===== config.mk =====
export PLATFORM = sky130hd
export DESIGN_NAME = muldiv_hilo
export DESIGN_NICKNAME = d
export VERILOG_FILES = /design/src/rtl/muldiv_hilo.sv
export SDC_FILE = /design/constraint.sdc
export NUM_CORES = 1
export LEC_CHECK = 0
export CAP_MARGIN = 10
export CORE_MARGIN = 2
export CORE_UTILIZATION = 30
export CTS_CLUSTER_SIZE = 40
export DETAILED_ROUTE_END_ITERATION = 10
export PLACE_DENSITY = 0.52
export SETUP_SLACK_MARGIN = 0.3
export SYNTH_ARGS = -nofsm -noshare
export SYNTH_HDL_FRONTEND = slang
export SYNTH_SLANG_ARGS = --single-unit

===== constraint.sdc =====
create_clock -name clk -period 6.7 [get_ports clk]
set_clock_uncertainty 0.05 [all_clocks]
set_input_delay 1.34 -clock clk [delete_from_list [all_inputs] [get_ports clk]]
set_output_delay 1.34 -clock clk [all_outputs]
set_load 0.1 [all_outputs]

===== src/rtl/muldiv_hilo.sv =====
// Iterative 32-cycle MULTU/DIVU unit with HI/LO result registers and an MFHI/MFLO read port.
// Define MULDIV_SIGNED_EN to also accept MULT/DIV (magnitude core plus a sign fix-up on commit).
module muldiv_hilo #(
    parameter int WIDTH = 32
) (
    input  logic             clk,
    input  logic             rst,
    input  logic [WIDTH-1:0] dataA,
    input  logic [WIDTH-1:0] dataB,
    input  logic [5:0]       Signal,
    input  logic             start,
    output logic             busy,
    output logic             done,
    output logic [WIDTH-1:0] dataOut
);

    localparam int CNT_W = $clog2(WIDTH);
    localparam logic [CNT_W-1:0] CNT_LAST = CNT_W'(WIDTH - 1);

    localparam logic [5:0] OP_MULTU = 6'd25;
    localparam logic [5:0] OP_DIVU  = 6'd27;
    localparam logic [5:0] OP_MFHI  = 6'd16;
    localparam logic [5:0] OP_MFLO  = 6'd18;
`ifdef MULDIV_SIGNED_EN
    localparam logic [5:0] OP_MULT  = 6'd24;
    localparam logic [5:0] OP_DIV   = 6'd26;
`endif

    typedef enum logic [1:0] {
        S_IDLE,
        S_RUN,
        S_DONE
    } state_t;

    state_t state, state_nxt;

    logic [CNT_W-1:0] cnt;
    logic [WIDTH-1:0] acc_hi, acc_lo, opnd;
    logic             is_div;
    logic [WIDTH-1:0] hi, lo;
    logic [WIDTH-1:0] res_hi, res_lo;
    logic [WIDTH-1:0] a_mag, b_mag;
    logic             op_ok, op_div, accept;
    logic [WIDTH:0]   mul_sum;
    logic [WIDTH:0]   div_trial;

`ifdef MULDIV_SIGNED_EN
    logic sgn_op;
    logic neg_q, neg_r;

    assign sgn_op = (Signal == OP_MULT) || (Signal == OP_DIV);
    assign op_ok  = (Signal == OP_MULTU) || (Signal == OP_DIVU) || sgn_op;
    assign op_div = (Signal == OP_DIVU) || (Signal == OP_DIV);
    assign a_mag  = (sgn_op && dataA[WIDTH-1]) ? -dataA : dataA;
    assign b_mag  = (sgn_op && dataB[WIDTH-1]) ? -dataB : dataB;
`else
    assign op_ok  = (Signal == OP_MULTU) || (Signal == OP_DIVU);
    assign op_div = (Signal == OP_DIVU);
    assign a_mag  = dataA;
    assign b_mag  = dataB;
`endif

    assign accept = start && (state == S_IDLE) && op_ok;

    always_ff @(posedge clk) begin
        if (!rst) state <= S_IDLE;
        else      state <= state_nxt;
    end

    always_comb begin
        state_nxt = state;
        busy      = 1'b0;
        done      = 1'b0;
        case (state)
            S_IDLE: if (accept) state_nxt = S_RUN;
            S_RUN: begin
                busy = 1'b1;
                if (cnt == CNT_LAST) state_nxt = S_DONE;
            end
            S_DONE: begin
                busy      = 1'b1;
                done      = 1'b1;
                state_nxt = S_IDLE;
            end
            default: state_nxt = S_IDLE;
        endcase
    end

    // Multiply: {acc_hi,acc_lo} is the product, opnd the multiplicand.
    // Divide:   acc_hi is the remainder, acc_lo the quotient, opnd the divisor.
    assign mul_sum   = {1'b0, acc_hi} + (acc_lo[0] ? {1'b0, opnd} : {(WIDTH+1){1'b0}});
    assign div_trial = {acc_hi, acc_lo[WIDTH-1]} - {1'b0, opnd};

    always_comb begin
        res_hi = acc_hi;
        res_lo = acc_lo;
`ifdef MULDIV_SIGNED_EN
        if (!is_div) begin
            if (neg_q) {res_hi, res_lo} = -{acc_hi, acc_lo};
        end else begin
            if (neg_q) res_lo = -acc_lo;
            if (neg_r) res_hi = -acc_hi;
        end
`endif
    end

    always_ff @(posedge clk) begin
        if (!rst) begin
            cnt    <= '0;
            acc_hi <= '0;
            acc_lo <= '0;
            opnd   <= '0;
            is_div <= 1'b0;
            hi     <= '0;
            lo     <= '0;
`ifdef MULDIV_SIGNED_EN
            neg_q  <= 1'b0;
            neg_r  <= 1'b0;
`endif
        end else begin
            case (state)
                S_IDLE: if (accept) begin
                    cnt    <= '0;
                    acc_hi <= '0;
                    is_div <= op_div;
                    acc_lo <= op_div ? a_mag : b_mag;
                    opnd   <= op_div ? b_mag : a_mag;
`ifdef MULDIV_SIGNED_EN
                    // A zero divisor keeps the all-ones quotient regardless of signs.
                    neg_q  <= sgn_op && (dataA[WIDTH-1] ^ dataB[WIDTH-1]) &&
                              !(op_div && (dataB == '0));
                    neg_r  <= sgn_op && op_div && dataA[WIDTH-1];
`endif
                end
                S_RUN: begin
                    cnt <= cnt + 1'b1;
                    if (is_div) begin
                        acc_hi <= div_trial[WIDTH] ? {acc_hi[WIDTH-2:0], acc_lo[WIDTH-1]}
                                                   : div_trial[WIDTH-1:0];
                        acc_lo <= {acc_lo[WIDTH-2:0], ~div_trial[WIDTH]};
                    end else begin
                        acc_hi <= mul_sum[WIDTH:1];
                        acc_lo <= {mul_sum[0], acc_lo[WIDTH-1:1]};
                    end
                end
                S_DONE: begin
                    hi <= res_hi;
                    lo <= res_lo;
                end
                default: ;
            endcase
        end
    end

    always_comb begin
        dataOut = '0;
        if (Signal == OP_MFHI)      dataOut = hi;
        else if (Signal == OP_MFLO) dataOut = lo;
    end

endmodule

==> impl_results.md <==
- Yosys top cell by area: dfxtp_1
- Vias per cell: 5.26
- Area Overhead vs Synth: 17.9%
- CTS buffer count: 17
- Number of synthesized flops with an enable pin: 0
- Async SR Flop Fraction: 0
- Worst-path fanout max: 17
- Sequential area share after synthesis: 0.296
- Hold buffers post-CTS: 0
- Hold Path Stages: 2
- Top-count cell post-synth: nor2_1
- Slew Limit Fails: 0
- Post-CTS sizing: 0
- Crit end category: output pin
- Crit-path most repeated cell: buf_4
- Fmax: 196 MHz
- Post-DP Area: 12800 um^2
- Slowest CP cell: and3_1
- Type of origin of the critical path: input port
- Hold crit path type: reg -> reg
- Fin Setup TNS: 0 ns
- Post-route DRC: 0
- R2r worst-path depth: 13
- # port buffers: 106
- Drt wl/cell: 18.0 um
- Worst path bufs/invs: 3
- Switching Fraction: 0.267
- Final-stage net count: 1578
- Clock power share: 0.451
- Diodes inserted: 0
- Syn Nets: 1527
- Dpl hpwl: 26200 um
- Final global-route overflow total: 0
- Num ports: 107
- Setup violators final: 0
- Number of fillers in the final layout: 4012
- Sequential Power Share: 0.433
- Worst vdd rail ir drop: 0.184 mV
- CP max stage delay: 0.74 ns
- Row cnt: 71
- Global-route wire length before repair: 55300 um
- Top delay family on crit path: buffers and inverters
- Switching Power: 619 uW
- Synth Flop Type: dfxtp_1
- Final hold vios: 0
- Post-Layout Inst Area: 13400 um^2
- Initial antenna violation count: 0
- Sink Count: 168
- Die Y: 199 um
- Tcrit/Tclk final: 0.761
- Status: finished clean
- Initial drt markers: 712
- Internal: 1700 uW
- Gpl congestion: 0.896
- H-tree Lvls: 4
- Dominant cells by area after synthesis: dfxtp_1 30%, mux2i_1 13%, ha_1 7.6%, nor2_1 6.9%, a211oi_1 6.8%
- GRT Total Usage: 0.179
- Setup bufs post-CTS: 0
- Avg Cell Area, Syn: 8.22 um^2
- Arrival @ worst endpoint: 3.71 ns
- Instance count on the critical path: 6
- Root buffer cell: clkbuf_16
- Synth top cells by count: 208 x nor2_1, 168 x dfxtp_1, 149 x mux2i_1
- Worst-Margin Slew: 1.04 ns
- Vias: 10300
- Largest net degree at the start of global routing: 71
- RSZ-0062 raised after global routing: false
- Pwr/cell area: 173 nW/um^2
- Combinational share of power: 0.116
- Final wirelength: 35200 um
- 1st-pass router iterations: 5
- Top cell type's share of synthesized area: 0.296
- Die Wd: 199 um
- Core Region: 37500 um^2
- Clock-pin slew on the worst setup and hold paths: 0.07 ns
- Clk_lat worst skew: 0.45 ns
- Register bit total from synthesis: 168
- Layout cells sized above 1: 0.0705
- Initial core utilization: 0.303
- CP Class: in -> out
- Tmin final: 5.10 ns
- CTS tree: done
- Post-route antenna net violation count: 0
- WP data required: 5.31 ns
- Relative slew slack: 0.306
- Distinct cells, synth: 65
- Die area: 39500 um^2
- YS warnings: 0
- Vias in the first global route: 9909
- Maximum clock path buffer count: 2
- Mapped Cells: 1383
- Post-Syn Area: 11400 um^2
- CP Cell Sequence: clkdlybuf4s50_1, nor2b_1, and3_1, buf_4, a22o_1, buf_4
- Leakage power total: 0.00518 uW
- Max Cap Violations: 0
[final timing paths]
path             start          to  slack, ns
max          Signal[4]  dataOut[0]       1.60
min             lo[29]      lo[29]       0.45
max reg2reg  acc_lo[0]  acc_hi[30]       2.22
min reg2reg     lo[29]      lo[29]       0.45
[state kept, by name, summed over array words and instances (netlist names)]
name and count:
is_div 1, state 2, acc_lo 32, acc_hi 32
opnd 32, cnt 5, lo 32, hi 32
[area by class of cell]
cell class | instances | area [um^2] | share of cell area
Clock buffer | 18 | 439 | 0.0328
Clock inverter | 14 | 171 | 0.0128
Inverter | 52 | 198 | 0.0147
Multi-Input combinational cell | 1074 | 7500 | 0.559
Sequential cell | 168 | 3360 | 0.251
Tap cell | 511 | 639 | 0.0477
Timing Repair Buffer | 121 | 1090 | 0.0816
[cells by family after synthesis]
logic type,share of synthesized area
flip-flops,0.296
buffers and inverters,0.0485
XOR/XNOR,0.0399
multiplexers,0.135
AND/OR/NAND/NOR,0.151
AO/OA/AOI/OAI,0.250
adder cells (fa/ha/maj),0.0794
[through the flow]
stage | util | power (uW) | hold WS [ns] | worst slack [ns] | cells
after global placement | 0.341 | 1300 | 0.425 | 1.67 | 1926
final | 0.358 | 2320 | 0.449 | 1.60 | 1958
after CTS | 0.358 | 2350 | 0.452 | 1.63 | 1958
after detailed placement | 0.341 | 1300 | 0.438 | 1.63 | 1926
after floorplan | - | 1200 | 0.411 | 2.35 | 1383
after global routing | 0.358 | 2410 | 0.474 | 1.54 | 1958
[per-layer routing]
layer / wire (um) / GRT usage / share of wire / vias to the layer above
met1: 17800 / 0.257 / 0.51 / 4925
li1: - / - / - / 5133
met3: 1240 / 0.0219 / 0.035 / 27
met5: 0 / 0 / 0 / -
met2: 15700 / 0.284 / 0.45 / 211
met4: 431 / 0.0462 / 0.012 / 0
[power groups by stage]
stage	clock network, uW	logic, uW	registers [uW]
2_1_floorplan	0	176	1030
3_3_place_gp	0	268	1030
3_5_place_dp	0	268	1030
4_1_cts	1070	269	1000
5_1_grt	1110	293	1010
6_report	1050	269	1010
[cell usage in the layout (no fill, tap or decap), drive strengths merged, types with 4 or more instances in the layout]
cell / n
a21oi: 92
o21a: 9
ha: 69
a22o: 32
xor2: 19
and3: 8
nand3: 14
o221ai: 5
nor2b: 39
mux2: 4
inv: 62
a211oi: 104
xnor2: 32
o211ai: 7
o21ai: 58
dfxtp: 168
nand4: 8
a22oi: 25
mux2i: 149
and2: 9
o21bai: 7
buf: 47
a41o: 5
a31oi: 9
nor2: 209
nor3: 11
nand2: 60
nand2b: 16
clkbuf: 18
clkdlybuf4s50: 74
a21o: 28
[worst min-delay path, stage by stage, from the launching register on]
cell,delay (ns)
dfxtp_1,0.33
mux2i_1,0.07
nor2_1,0.07
No activity file was read; power rests on OpenSTA's default activity.
